<file path="src/rtl/sha256_block_sequencer.sv">
// Purpose: sequences padded 512-bit blocks into an external SHA-256 compression core, chaining H across the blocks of a message.
// Latency: a block is accepted at edge N and core_start pulses in the next cycle. dig_valid rises in the cycle after core_done on the last block.
// Backpressure: in_ready is high only in IDLE. A held digest (dig_ready=0) stalls the sequencer in OUTPUT, and a core timeout parks it in ERROR until err_clear.
module sha256_block_sequencer #(
    parameter int TIMEOUT = 128,
    parameter int CNT_W   = 16
) (
    input  logic             clk,
    input  logic             reset,
    input  logic             in_valid,
    output logic             in_ready,
    input  logic [511:0]     in_block,
    input  logic             in_first,
    input  logic             in_last,
    output logic             core_start,
    output logic [511:0]     core_block,
    output logic [255:0]     core_hin,
    input  logic             core_done,
    input  logic [255:0]     core_hout,
    output logic             dig_valid,
    input  logic             dig_ready,
    output logic [255:0]     dig_value,
    output logic [CNT_W-1:0] blk_count,
    output logic             busy,
    output logic             err_timeout,
    input  logic             err_clear
);

    // SHA-256 initial hash value, H0 in the top word
    localparam logic [255:0] IV = 256'h6a09e667_bb67ae85_3c6ef372_a54ff53a_510e527f_9b05688c_1f83d9ab_5be0cd19;

    // WAIT cycle counter only ever needs to reach TIMEOUT-1
    localparam int              WCW       = (TIMEOUT > 1) ? $clog2(TIMEOUT) : 1;
    localparam logic [WCW-1:0]  WAIT_LAST = WCW'(TIMEOUT - 1);

    typedef enum logic [2:0] {
        S_IDLE,
        S_LAUNCH,
        S_WAIT,
        S_OUTPUT,
        S_ERROR
    } state_t;

    // Work item handed to the core: held from LAUNCH until the sequencer is idle again
    typedef struct packed {
        logic [511:0] blk;
        logic [255:0] hin;
        logic         last;
    } job_t;

    state_t           r_state;
    job_t             r_job;
    logic             r_open;
    logic [255:0]     r_h;
    logic [CNT_W-1:0] r_blk_cnt;
    logic [WCW-1:0]   r_wait_cnt;
    logic             r_in_ready;
    logic             r_core_start;
    logic             r_dig_valid;
    logic             r_busy;
    logic             r_err;

    logic             w_accept;
    logic             w_new_msg;
    logic             w_timeout;
    logic [CNT_W-1:0] w_cnt_inc;

    // A block is taken only in IDLE. It restarts chaining when flagged first or when no message is open.
    assign w_accept  = in_valid && (r_state == S_IDLE);
    assign w_new_msg = in_first || !r_open;
    assign w_timeout = (r_wait_cnt == WAIT_LAST);
    assign w_cnt_inc = r_blk_cnt + CNT_W'(1);

    assign in_ready    = r_in_ready;
    assign core_start  = r_core_start;
    assign core_block  = r_job.blk;
    assign core_hin    = r_job.hin;
    assign dig_valid   = r_dig_valid;
    assign dig_value   = r_h;
    assign blk_count   = r_blk_cnt;
    assign busy        = r_busy;
    assign err_timeout = r_err;

    // Sequencer FSM. Every output flag is set on the transition into the state that owns it.
    always_ff @(posedge clk or posedge reset) begin
        if (reset) begin
            r_state      <= S_IDLE;
            r_job.blk    <= '0;
            r_job.hin    <= IV;
            r_job.last   <= 1'b0;
            r_open       <= 1'b0;
            r_h          <= IV;
            r_blk_cnt    <= '0;
            r_wait_cnt   <= '0;
            r_in_ready   <= 1'b1;
            r_core_start <= 1'b0;
            r_dig_valid  <= 1'b0;
            r_busy       <= 1'b0;
            r_err        <= 1'b0;
        end else begin
            case (r_state)
                S_IDLE: begin
                    if (w_accept) begin
                        r_job.blk    <= in_block;
                        r_job.hin    <= w_new_msg ? IV : r_h;
                        r_job.last   <= in_last;
                        if (w_new_msg) begin
                            r_blk_cnt <= '0;
                        end
                        r_open       <= 1'b1;
                        r_state      <= S_LAUNCH;
                        r_in_ready   <= 1'b0;
                        r_busy       <= 1'b1;
                        r_core_start <= 1'b1;
                    end
                end
                S_LAUNCH: begin
                    r_state      <= S_WAIT;
                    r_core_start <= 1'b0;
                    r_wait_cnt   <= '0;
                end
                S_WAIT: begin
                    // done wins over a timeout landing in the same cycle
                    if (core_done) begin
                        r_h       <= core_hout;
                        r_blk_cnt <= w_cnt_inc;
                        if (r_job.last) begin
                            r_state     <= S_OUTPUT;
                            r_dig_valid <= 1'b1;
                        end else begin
                            r_state    <= S_IDLE;
                            r_in_ready <= 1'b1;
                            r_busy     <= 1'b0;
                        end
                    end else if (w_timeout) begin
                        r_state <= S_ERROR;
                        r_err   <= 1'b1;
                        r_open  <= 1'b0;
                    end else begin
                        r_wait_cnt <= r_wait_cnt + WCW'(1);
                    end
                end
                S_OUTPUT: begin
                    if (dig_ready) begin
                        r_state     <= S_IDLE;
                        r_dig_valid <= 1'b0;
                        r_in_ready  <= 1'b1;
                        r_busy      <= 1'b0;
                        r_open      <= 1'b0;
                        r_blk_cnt   <= '0;
                    end
                end
                S_ERROR: begin
                    if (err_clear) begin
                        r_state    <= S_IDLE;
                        r_err      <= 1'b0;
                        r_in_ready <= 1'b1;
                        r_busy     <= 1'b0;
                    end
                end
                default: begin
                    r_state      <= S_IDLE;
                    r_in_ready   <= 1'b1;
                    r_core_start <= 1'b0;
                    r_dig_valid  <= 1'b0;
                    r_busy       <= 1'b0;
                    r_err        <= 1'b0;
                    r_open       <= 1'b0;
                end
            endcase
        end
    end

endmodule

</file>
<file path="config.mk">
export PLATFORM = sky130hd
export DESIGN_NAME = sha256_block_sequencer
export DESIGN_NICKNAME = d
export VERILOG_FILES = /design/src/rtl/sha256_block_sequencer.sv
export SDC_FILE = /design/constraint.sdc
export NUM_CORES = 2
export LEC_CHECK = 0
export ABC_CLOCK_PERIOD_IN_PS = 52100
export CAP_MARGIN = 20
export CORE_AREA = 2 2 719 721
export DETAILED_ROUTE_END_ITERATION = 8
export DIE_AREA = 0 0 721 723
export SYNTH_ARGS = -nofsm -noshare
export SYNTH_HDL_FRONTEND = slang
export SYNTH_SLANG_ARGS = --single-unit
</file>
<file path="constraint.sdc">
create_clock -name clk -period 52.1 [get_ports clk]
set_input_delay 15.63 -clock clk [delete_from_list [all_inputs] [get_ports clk]]
set_output_delay 15.63 -clock clk [all_outputs]
set_load 0.02 [all_outputs]
</file>
==> impl_metrics.toml <==
[routing]
wire_per_inst_um = 30.22
drc = 0
viasPerCell = 3.079
vias = 40882
drt_pass1_iterations = 5
drt-total-wl_um = 401300
drt_iter0_markers = 3429
ant_nets = 0

[layout]
stdcell_count = 13279
utilization = 0.1403
layout.nets = 7099
multi_input_area_sq_mm = 0.01287
syn_to_final_growth_pct = 54.68
drive_gt1_frac = 0.09375
n_fill_cell = 58396
seqCellArea_sq_mm = 0.02679
final_area_sq_mm = 0.07222

[yosys]
synth-seq-cells = 1057
yosysMostFrequentCell = "nand2_1"
netlist-cell-type-count = 49
synth_top_cell_by_area = "dfrtp_1"
ys_seq_area_frac = 0.5738
synth.top_cells.by_count = "2,572 x nand2_1, 800 x buf_4, 784 x dfrtp_1"
synthArstFlopShare = 1.000
synth_top_area_share = 0.4202
netlist_area_sq_mm = 0.04669
synth_edf_count = 0
synthCells = 5334
ys_warn_count = 0
synth.avg_cell_area_sq_um = 8.753
synth_nets = 6112
synth.area.top_cells = "dfrtp_1 42%, nand2_1 21%, dfstp_2 15%"
synth_flop_cell = "dfrtp_1"

[sta]
fin_skew_ps = 42.99
finalHoldViolations = 0
timing.final.max_slew_violations = 0
slew_headroom = 0.2496
finalSetupTns_ps = 0
fin_hold_ws_ps = 460.5
tightest_slew_ps = 1122
period_share = 0.4029
finalSetupViolCount = 0
period_minus_slack_ps = 20990
fmax_mhz = 47.64
rsz0062_at_grt = "false"

[critical_path]
crit_fanout = 66
ff2ff_setup_slack_ps = 46430
crit_start = "reset"
cp_data_arrival_time_ps = 21800
critPathKind = "input port to async pin"
crit_path_end_kind = "async pin"
worstReg2RegStart = "r_state[2]"
crit_slowest_cell = "buf_4"
cp.required_ps = 52910
cp_cell_sequence = "clkdlybuf4s50_1 -> inv_8 -> buf_4 -> buf_4 -> buf_4 -> buf_4 -> buf_4 -> buf_4 -> buf_4"
critical_path.startpoint_type = "input port"
cp_common_cell = "buf_4"
r2r_cells = 9
reg2reg_to = "core_block[118]"
crit_path_end = "dig_value[93]"
slowest_delay_ps = 790

[global_route]
grt_pass1_wl_um = 488400
grt_start_max_net_pins = 167
overflow = 0
grtUsageTotal = 0.1473
grt_pass1_vias = 38667
antenna_found_initial = 328

[placed_design]
port_buffers = 1820
dp.cells = 12955
globalplace.congestion = 0.9869
hpwlAfterDp_um = 344900
dpl_cell_area_sq_mm = 0.06682

[die]
fp.dieH_um = 723
die_area_sq_mm = 0.5213
row_count = 264
io_pins = 1821
core_sq_mm = 0.5146
start_util = 0.09073
die_w_um = 721

[clock_network]
ctsResizeCount = 0
clk_path_buf_depth = 4
insertion_delay_ps = 820
cts_buffers = 142
cts_max_level = 4
clk_pin_slew_ps = 50
cts_hold_buf = 0
cts_sinks = 1057
tritoncts = "built"
root_buffer = "clkbuf_16"
postCtsSetupBuffers = 0

[power]
p_per_area_mw_per_mm2 = 73.05
irDropWorstVdd_mv = 0.03854
p_leak_nw = 31.27

[run]
drv_cap = 0

[outcome]
status = "finished, final reports clean"

[min_path]
hp-class = "flop to flop"
per-layer routing:
layer | vias up | global-route usage | share of wire
met5 | - | 0 | 0.0018
met4 | 106 | 0.05524 | 0.046
met3 | 768 | 0.07032 | 0.12
met2 | 2245 | 0.2482 | 0.48
met1 | 20069 | 0.1599 | 0.36
li1 | 17694 | - | -
through the flow:
step | power (mW) | setup WS (ps)
6_report | 5.276 | 31110
2_1_floorplan | 2.904 | 7170
5_1_grt | 5.545 | 30420
3_5_place_dp | 4.243 | 30090
4_1_cts | 5.381 | 31010
3_3_place_gp | 4.228 | 30160
cell type report:
type	count	share of cell area
clock buffers	198	0.05759
well taps	6783	0.1175
inverters	7	0.0004678
multi-input cells	3233	0.1782
repair buffers	1880	0.2597
clock inverters	57	0.01341
diodes	64	0.002217
flip-flops and latches	1057	0.3710
worst min path at each step:
| stage | cells after the start | to | from |
|---|---|---|---|
| floorplan | 2 | core_hin[103] | core_hin[103] |
| global placement | 2 | core_hin[149] | core_hin[149] |
| detailed placement | 2 | in_ready | in_ready |
| CTS | 2 | in_ready | in_ready |
| global route | 2 | in_ready | in_ready |
| finish | 2 | in_ready | in_ready |
worst max-delay path, delay by kind of cell:
| family | cells | cell delay (ps) |
|---|---|---|
| buf+inv | 9 | 5750 |
cell families (layout without fill, tap and decap cells):
family,Yosys count,count (layout),synth area share
other cells,0,64,0
xor+xnor,2,2,0.0003752
mux,2,2,0.0004288
simple gates,3027,3027,0.2499
fa+ha+maj,2,2,0.0005359
flops,1057,1057,0.5738
compound gates,200,200,0.02326
buf+inv,1044,2142,0.1517
report_power, final:
group | internal [mW] | switching (mW) | leakage (nW)
Clock | 0.667 | 0.430 | 2.52
Combinational | 0.876 | 1.71 | 16.0
Sequential | 1.28 | 0.316 | 12.8
Total | 2.82 | 2.46 | 31.3
cell usage in the layout, fill, tap and decap left out, drive strengths merged, types with 3 or more instances in the layout:
cell and n:
diode 64, nor3b 3, and2 3, and3 6
a41oi 3, bufinv 21, clkdlybuf4s50 1793, buf 87
nand4 10, nor2b 4, nor3 5, a21o 3
dfrtp 784, nand2b 3, inv 15, clkinvlp 3
o21ai 21, nand2 2572, a31oi 5, nor2 282
dfstp 273, a21oi 150, nand3 128, clkbuf 198
clkinv 25
registers in the layout, summed over array words and instances (netlist names):
name and flops:
r_wait_cnt 7, core_start 1, blk_count 16, err_timeout 1, busy 1, core_hin 256, r_job 1, dig_valid 1
in_ready 1, r_open 1, dig_value 256, r_state 3, core_block 512
Note: power is estimated with default switching activity, not from simulation.
